===== config.mk =====
export PLATFORM = sky130hd
export DESIGN_NAME = bus_turn_arbiter
export DESIGN_NICKNAME = d
export VERILOG_FILES = /design/src/rtl/bus_turn_arbiter.sv
export SDC_FILE = /design/constraint.sdc
export NUM_CORES = 1
export LEC_CHECK = 0
export CAP_MARGIN = 40
export CORE_UTILIZATION = 54
export DETAILED_ROUTE_END_ITERATION = 8
export GPL_ROUTABILITY_DRIVEN = 0
export HOLD_SLACK_MARGIN = 0.02
export PLACE_DENSITY_LB_ADDON = 0.2
export REMOVE_ABC_BUFFERS = 1
export SLEW_MARGIN = 40
export SYNTH_ARGS = -nofsm -noshare
export SYNTH_HDL_FRONTEND = slang
export SYNTH_SLANG_ARGS = --single-unit

===== constraint.sdc =====
create_clock -name Clk -period 2.95 [get_ports Clk]
set_clock_uncertainty 0.05 [all_clocks]
set_input_delay 0.4425 -clock Clk [delete_from_list [all_inputs] [get_ports Clk]]
set_output_delay 0.4425 -clock Clk [all_outputs]
set_load 0.01 [all_outputs]

===== src/rtl/bus_turn_arbiter.sv =====
// bus_turn_arbiter
//   Round-robin arbiter and sequencer for the shared bidirectional DataB bus.
//   One requester owns the bus at a time. Each tenure runs GRANT (setup),
//   HOLD (driving) and TURN (released), so two drivers never overlap. A hold
//   counter bounds each tenure and forces release after MaxHold cycles.
//
// Parameters
//   NReq    number of requesters (2..8)
//   OwnerW  width of BusOwner, at least ceil(log2(NReq))
//   MaxHold maximum HOLD cycles before forced release (1..255)
//
// Ports
//   Clk      rising-edge clock
//   Reset    synchronous, active-high reset
//   Req      per-requester level request, held until Done
//   Done     per-requester end-of-transfer strobe; only the owner's bit counts
//   Grant    one-hot grant, zero when there is no owner
//   DriveEn  owner may drive DataB (HOLD only)
//   Ctl      bus-block control mask, all ones while DriveEn is high
//   BusOwner index of the granted requester, zero when Grant is zero
//   Busy     high in GRANT, HOLD and TURN
//   Timeout  one-cycle pulse when a tenure is force-released
//
// All outputs come straight from flops.
module bus_turn_arbiter #(
   parameter int NReq    = 4,
   parameter int OwnerW  = 2,
   parameter int MaxHold = 8
) (
   input  logic              Clk,
   input  logic              Reset,
   input  logic [NReq-1:0]   Req,
   input  logic [NReq-1:0]   Done,
   output logic [NReq-1:0]   Grant,
   output logic              DriveEn,
   output logic [3:0]        Ctl,
   output logic [OwnerW-1:0] BusOwner,
   output logic              Busy,
   output logic              Timeout
);

   localparam logic [OwnerW-1:0] LAST_IDX = OwnerW'(NReq - 1);
   localparam logic [7:0]        MAX_HOLD = 8'(MaxHold);

   typedef enum logic [1:0] {
      S_IDLE  = 2'd0,
      S_GRANT = 2'd1,
      S_HOLD  = 2'd2,
      S_TURN  = 2'd3
   } state_t;

   // Index increment with wrap at NReq (NReq need not be a power of two).
   function automatic logic [OwnerW-1:0] wrap_inc(input logic [OwnerW-1:0] i);
      return (i == LAST_IDX) ? '0 : i + OwnerW'(1);
   endfunction

   state_t            state_q,    state_d;
   logic [OwnerW-1:0] ptr_q,      ptr_d;
   logic [NReq-1:0]   grant_q,    grant_d;
   logic [OwnerW-1:0] owner_q,    owner_d;
   logic              drive_en_q, drive_en_d;
   logic [3:0]        ctl_q,      ctl_d;
   logic              busy_q,     busy_d;
   logic              timeout_q,  timeout_d;
   logic [7:0]        hold_cnt_q, hold_cnt_d;

   logic [OwnerW-1:0] win;
   logic [OwnerW-1:0] scan_idx;
   logic              found;
   logic              owner_req;
   logic              owner_done;

   // Round-robin winner: first set Req bit scanning from ptr_q upward with wrap.
   always_comb begin
      win      = ptr_q;
      found    = 1'b0;
      scan_idx = ptr_q;
      for (int i = 0; i < NReq; i++) begin
         if (!found && Req[scan_idx]) begin
            win   = scan_idx;
            found = 1'b1;
         end
         scan_idx = wrap_inc(scan_idx);
      end
   end

   // owner_q holds W throughout GRANT and HOLD, so it selects the owner's bits.
   assign owner_req  = Req[owner_q];
   assign owner_done = Done[owner_q];

   always_comb begin
      state_d    = state_q;
      ptr_d      = ptr_q;
      grant_d    = grant_q;
      owner_d    = owner_q;
      drive_en_d = drive_en_q;
      busy_d     = busy_q;
      timeout_d  = 1'b0;
      hold_cnt_d = hold_cnt_q;

      unique case (state_q)
         S_IDLE: begin
            grant_d    = '0;
            owner_d    = '0;
            drive_en_d = 1'b0;
            busy_d     = 1'b0;
            if (found) begin
               state_d = S_GRANT;
               grant_d = NReq'(1) << win;
               owner_d = win;
               busy_d  = 1'b1;
               ptr_d   = wrap_inc(win);
            end
         end

         S_GRANT: begin
            if (owner_req) begin
               state_d    = S_HOLD;
               drive_en_d = 1'b1;
               hold_cnt_d = 8'd1;
            end else begin
               // Requester withdrew before driving: release without a tenure.
               state_d = S_TURN;
               grant_d = '0;
               owner_d = '0;
            end
         end

         S_HOLD: begin
            // Done/withdraw has priority, so a coincident timeout is not flagged.
            if (owner_done || !owner_req) begin
               state_d    = S_TURN;
               grant_d    = '0;
               owner_d    = '0;
               drive_en_d = 1'b0;
            end else if (hold_cnt_q == MAX_HOLD) begin
               state_d    = S_TURN;
               grant_d    = '0;
               owner_d    = '0;
               drive_en_d = 1'b0;
               timeout_d  = 1'b1;
            end else begin
               hold_cnt_d = hold_cnt_q + 8'd1;
            end
         end

         S_TURN: begin
            state_d    = S_IDLE;
            grant_d    = '0;
            owner_d    = '0;
            drive_en_d = 1'b0;
            busy_d     = 1'b0;
            hold_cnt_d = 8'd0;
         end

         default: begin
            state_d = S_IDLE;
         end
      endcase

      ctl_d = {4{drive_en_d}};
   end

   always_ff @(posedge Clk) begin
      if (Reset) begin
         state_q    <= S_IDLE;
         ptr_q      <= '0;
         grant_q    <= '0;
         owner_q    <= '0;
         drive_en_q <= 1'b0;
         ctl_q      <= 4'b0000;
         busy_q     <= 1'b0;
         timeout_q  <= 1'b0;
         hold_cnt_q <= 8'd0;
      end else begin
         state_q    <= state_d;
         ptr_q      <= ptr_d;
         grant_q    <= grant_d;
         owner_q    <= owner_d;
         drive_en_q <= drive_en_d;
         ctl_q      <= ctl_d;
         busy_q     <= busy_d;
         timeout_q  <= timeout_d;
         hold_cnt_q <= hold_cnt_d;
      end
   end

   assign Grant    = grant_q;
   assign DriveEn  = drive_en_q;
   assign Ctl      = ctl_q;
   assign BusOwner = owner_q;
   assign Busy     = busy_q;
   assign Timeout  = timeout_q;

endmodule


### Yosys cells after proc, flatten, opt, wreduce, memory -nomap -nowiden

Cells that the tools add are included.

| storage, ports and cells | value |
|---|---|
| bits in registers | 22 |
| input port bits | 10 |
| output and inout port bits | 13 |
| logic and storage cells | 101 |

| operators by class | value |
|---|---|
| add/subtract/negate cells | 5 |
| $lt $le $gt $ge | 5 |
| equality and inequality tests | 14 |
| shifts and indexed selects | 1 |
| mux-type cells | 49 |
| bitwise gates (word level) | 1 |
| reduce and logical (&&, ||, !) cells | 17 |

Operators by type and width:

| operator | count |
|---|---|
| $mux 2 | 14 |
| $mux 8 | 3 |
| $pmux 8 s3 | 1 |
| $mux 1 | 16 |
| $mux 4 | 4 |
| $pmux 2 s4 | 2 |
| $pmux 4 s4 | 1 |
| $lt 2x3->1 const B | 5 |
| $bmux 1 s2 | 6 |
| $eq 2x2->1 const B | 6 |
| $ne 2x2->1 const B | 5 |
| $add 2x1->2 const B | 4 |
| $add 8x1->8 const B | 1 |
| $eq 8x4->1 const B | 1 |
| $reduce_and 2->1 | 3 |
| $logic_not 1->1 | 4 |
| $reduce_and 4->1 | 1 |
| $shl 1x2->4 const A | 1 |
| $logic_and 1x1->1 | 3 |
| $ne 3x3->1 const B | 1 |
| $pmux 1 s3 | 1 |
| $reduce_bool 3->1 | 1 |
| $reduce_or 3->1 | 1 |
| $eq 2x1->1 const B | 1 |
| 6 further kinds | 6 |

### Logic depth before layout (Yosys ltp)

| logic depth | value |
|---|---|
| word-level depth | 15 |
| depth in mapped cells | 11 |
| depth with buffers taken out | 10 |

### Worst setup path before layout

OpenSTA, ideal clock, no wires.

| timing | value |
|---|---|
| kind | register to register |
| from | reg ptr_q[1] |
| to | reg ptr_q[1] |
| library setup time | 0.128 ns |
| arrival time | 2.569 ns |
| data required time | 2.772 ns |
| slack | 0.204 ns |
| cell stages (with the launch flop) | 12 |
| path buffers | 1 |
| period minus slack after synthesis | 2.746 ns |
| path through | dfxtp_1 -> ha_1 -> buf_6 -> or3_2 -> and2_1 -> a32o_1 -> a32o_1 -> nand2_1 -> nand2_1 -> ha_1 -> mux2i_1 -> nor2_1 |

| on the way | value |
|---|---|
| cells in the longest elaborated chain, start to end | 14 |
| elaborated cells on any way between the ends | 34 |
| classes of those cells | 4 x add/sub; 4 x eq/ne; 19 x mux; 7 x reduce/logical |

Ends and longest elaborated chain:

| element | line | text |
|---|---|---|
| start, declared | 58 | `logic [OwnerW-1:0] ptr_q, ptr_d;` |
| start signal, assigned | 177 | `ptr_q <= ptr_d;` |
| parallel branches: the longest is 14 deep, another holds $add 2x1->2 | n/a |  |

Parallel ways; which one is timed is not known. The select of a mux whose other input is x is not followed.
A chain may end at the register's enable or synchronous reset.

### Worst setup path after layout

| timing | value |
|---|---|
| from | reg ptr_q[0] |
| to | reg ptr_q[1] |

The elaborated chain is that of the path after synthesis.

==> results.toml <==
[sta]
finalCritPeriodShare = 0.920
fmax_mhz = 369
rsz0062_at_grt = "no"
setup_viol = 0
slew_headroom = 0.612
maxSlewViolCount = 0
hold_viol_final = 0
timing.final.ws_setup_ns = 0.237
period_minus_slack_ns = 2.71
worst_slew_pin_slew_ns = 0.578
fin_setup_tns_ns = 0

[critical_path]
max_stage_delay_ns = 0.48
end_kind = "flip-flop"
crit_path_start_kind = "flip-flop"
worst-endpoint-required_ns = 3.10
cp_max_fo = 4
critPathKind = "flip-flop to flip-flop"
slowest_stage = "or3_2"
crit_arrival_ns = 2.86
crit_chain = "ha_1 -> or3_2 -> and2_1 -> a32o_1 -> a32o_1 -> nand2_1 -> nand2_1 -> ha_1 -> mux2i_1 -> nor2_1"

[floorplanning]
die-area_sq_um = 3060
initial_core_util = 0.592
die_y_um = 55.3
dieWidth_um = 55.3
ioPinCount = 23
core_area_sq_um = 2590
rows = 18

[clocking]
postCtsSetupBuffers = 0
cts_root_buf = "clkbuf_4"
clock_latency_ns = 0.31
clock_tree.buffer_depth = 2
cts.sinks = 21
cts_tree = "done"
clkTransAtPathRegs_ns = 0.12
cts-buffers-inserted = 3
holdBufCountCts = 0
post_cts_resized = 0
htreeDepth = 1

[logic_synthesis]
syn_avg_cell_area_sq_um = 8.97
ys_warn_count = 0
synth_top_family_by_area = "simple AND/OR/NAND/NOR gates"
yosys-top-cells-area = "dfxtp_1, ha_1, mux4_2"
synth_common_cells = "dfxtp_1, nor2_1, ha_1"
synthCells = 171
synthXorXnorAreaFrac = 0.0228
synth_most_common_cell = "dfxtp_1"
synth_mux_area_frac = 0.108
synth-simple-area-share = 0.214
synth.top_cell.area_share = 0.274
syn_area_sq_um = 1530
yosys_most_used_dff = "dfxtp_1"
yosysSeqAreaShare = 0.274
yosys.area.top_type = "dfxtp_1"
synth_seq_cells = 21
yosys.area_share.adder = 0.106
synth-compound-area-share = 0.212
synth_edf_count = 0
ys_types = 50
synthArstFlopShare = 0

[final_layout]
drive_gt1_frac = 0.125
nets = 224
final_cell_area_sq_um = 1830
antennaDiodeCount = 0
area_growth_pct = 19.5

[place]
port_buffers = 22
hpwl_um = 2600
post-place-ws_ns = 0.0145
place_area_sq_um = 1810

[global_route]
gr-total-overflow = 0
antenna_found_initial = 0
grtUsageTotal = 0.224
grt_start_max_net_pins = 15
grt_pass1_wl_um = 5620
grt_pass1_vias = 1259

[power_and_ir_drop]
seqPwrFrac = 0.251
finalPower_mw = 1.64
leakagePower_nw = 0.736
power.net_switching_mw = 0.720
intPower_mw = 0.921
p_comb_frac = 0.665
power.density_nw_per_um2 = 895
p_sw_frac = 0.439
ir_drop_uv = 701
p_clk_frac = 0.084

[drt]
drtAntennaViolNets = 0
drtPass1Iterations = 4
vias = 1427
drt_iter0_drc = 53
wl_um = 3390
routedWlPerCell_um = 14.7
drc = 0
routed_via_density = 6.20

[run_status]
status = "complete, no violations"

[job]
drv_cap = 0

[min_path]
hp-class = "flip-flop to flip-flop"
layout make-up:
| class | count | area, sq um |
|---|---|---|
| clock buffers | 4 | 26.3 |
| fillers | 201 | 757 |
| inverters | 8 | 30.0 |
| multi-input cells | 134 | 1020 |
| flip-flops and latches | 21 | 420 |
| well taps | 30 | 37.5 |
| repair buffers | 33 | 303 |
metal layers:
metal  GRT usage  part of all wire  vias to the layer above
met5           0                 0                        -
met4      0.0607            0.0074                        0
met3      0.0304             0.046                        4
met2       0.365              0.47                       35
met1       0.310              0.48                      688
li1            -                 -                      700
sequential cells by signal, indices dropped and copies added (netlist names):
register,flops
state_q,2
hold_cnt_q,8
ptr_q,2
Ctl,1
Grant,4
Timeout,1
BusOwner,2
Busy,1
worst max-delay path: cells and delay by family (launching register included):
family	cells	cell delay [ns]
muxes	1	0.13
DFF	1	0.33
AOI/OAI and AO/OA	2	0.53
and+or+nand+nor	5	0.97
adders and majority gates	2	0.61
power by group through the flow:
stage | clock network [mW] | registers (mW) | logic [mW]
after global placement | 0 | 0.414 | 1.05
after CTS | 0.145 | 0.414 | 1.08
after global routing | 0.152 | 0.423 | 1.20
final | 0.138 | 0.412 | 1.09
after floorplan | 0 | 0.453 | 0.676
after detailed placement | 0 | 0.420 | 1.07
logic make-up (layout without fill, tap and decap cells):
group / after synthesis / in the layout
AND/OR/NAND/NOR: 61 / 61
AO/OA/AOI/OAI: 45 / 45
flip-flops: 21 / 21
buffers and inverters: 16 / 45
adder cells (fa/ha/maj): 13 / 13
multiplexers: 11 / 11
XOR/XNOR: 4 / 4
final timing paths:
| kind | cells past startpoint | end | slack [ns] | start |
|---|---|---|---|---|
| max | 10 | ptr_q[1] | 0.24 | ptr_q[0] |
| min | 2 | hold_cnt_q[1] | 0.45 | hold_cnt_q[1] |
| max reg2reg | 10 | ptr_q[1] | 0.24 | ptr_q[0] |
| min reg2reg | 2 | hold_cnt_q[1] | 0.45 | hold_cnt_q[1] |
layout by cell type (no fill, tap or decap), types with 6 or more instances in the layout:
| cell | Yosys | routed |
|---|---|---|
| clkdlybuf4s50_1 | 0 | 22 |
| dfxtp_1 | 21 | 21 |
| nor2_1 | 14 | 14 |
| ha_1 | 13 | 13 |
| a21oi_1 | 11 | 11 |
| nand2_1 | 11 | 11 |
| buf_4 | 4 | 11 |
| inv_1 | 8 | 8 |
| nand3_1 | 8 | 8 |
| mux2i_1 | 6 | 6 |
metrics by stage:
| step | hold WS, ns | util | cells |
|---|---|---|---|
| after floorplan | 0.401 | - | 163 |
| after global routing | 0.470 | 0.708 | 230 |
| after detailed placement | 0.431 | 0.698 | 226 |
| final | 0.452 | 0.708 | 230 |
| after CTS | 0.451 | 0.708 | 230 |
| after global placement | 0.425 | 0.698 | 226 |
Note: power is estimated with default switching activity, not from simulation.
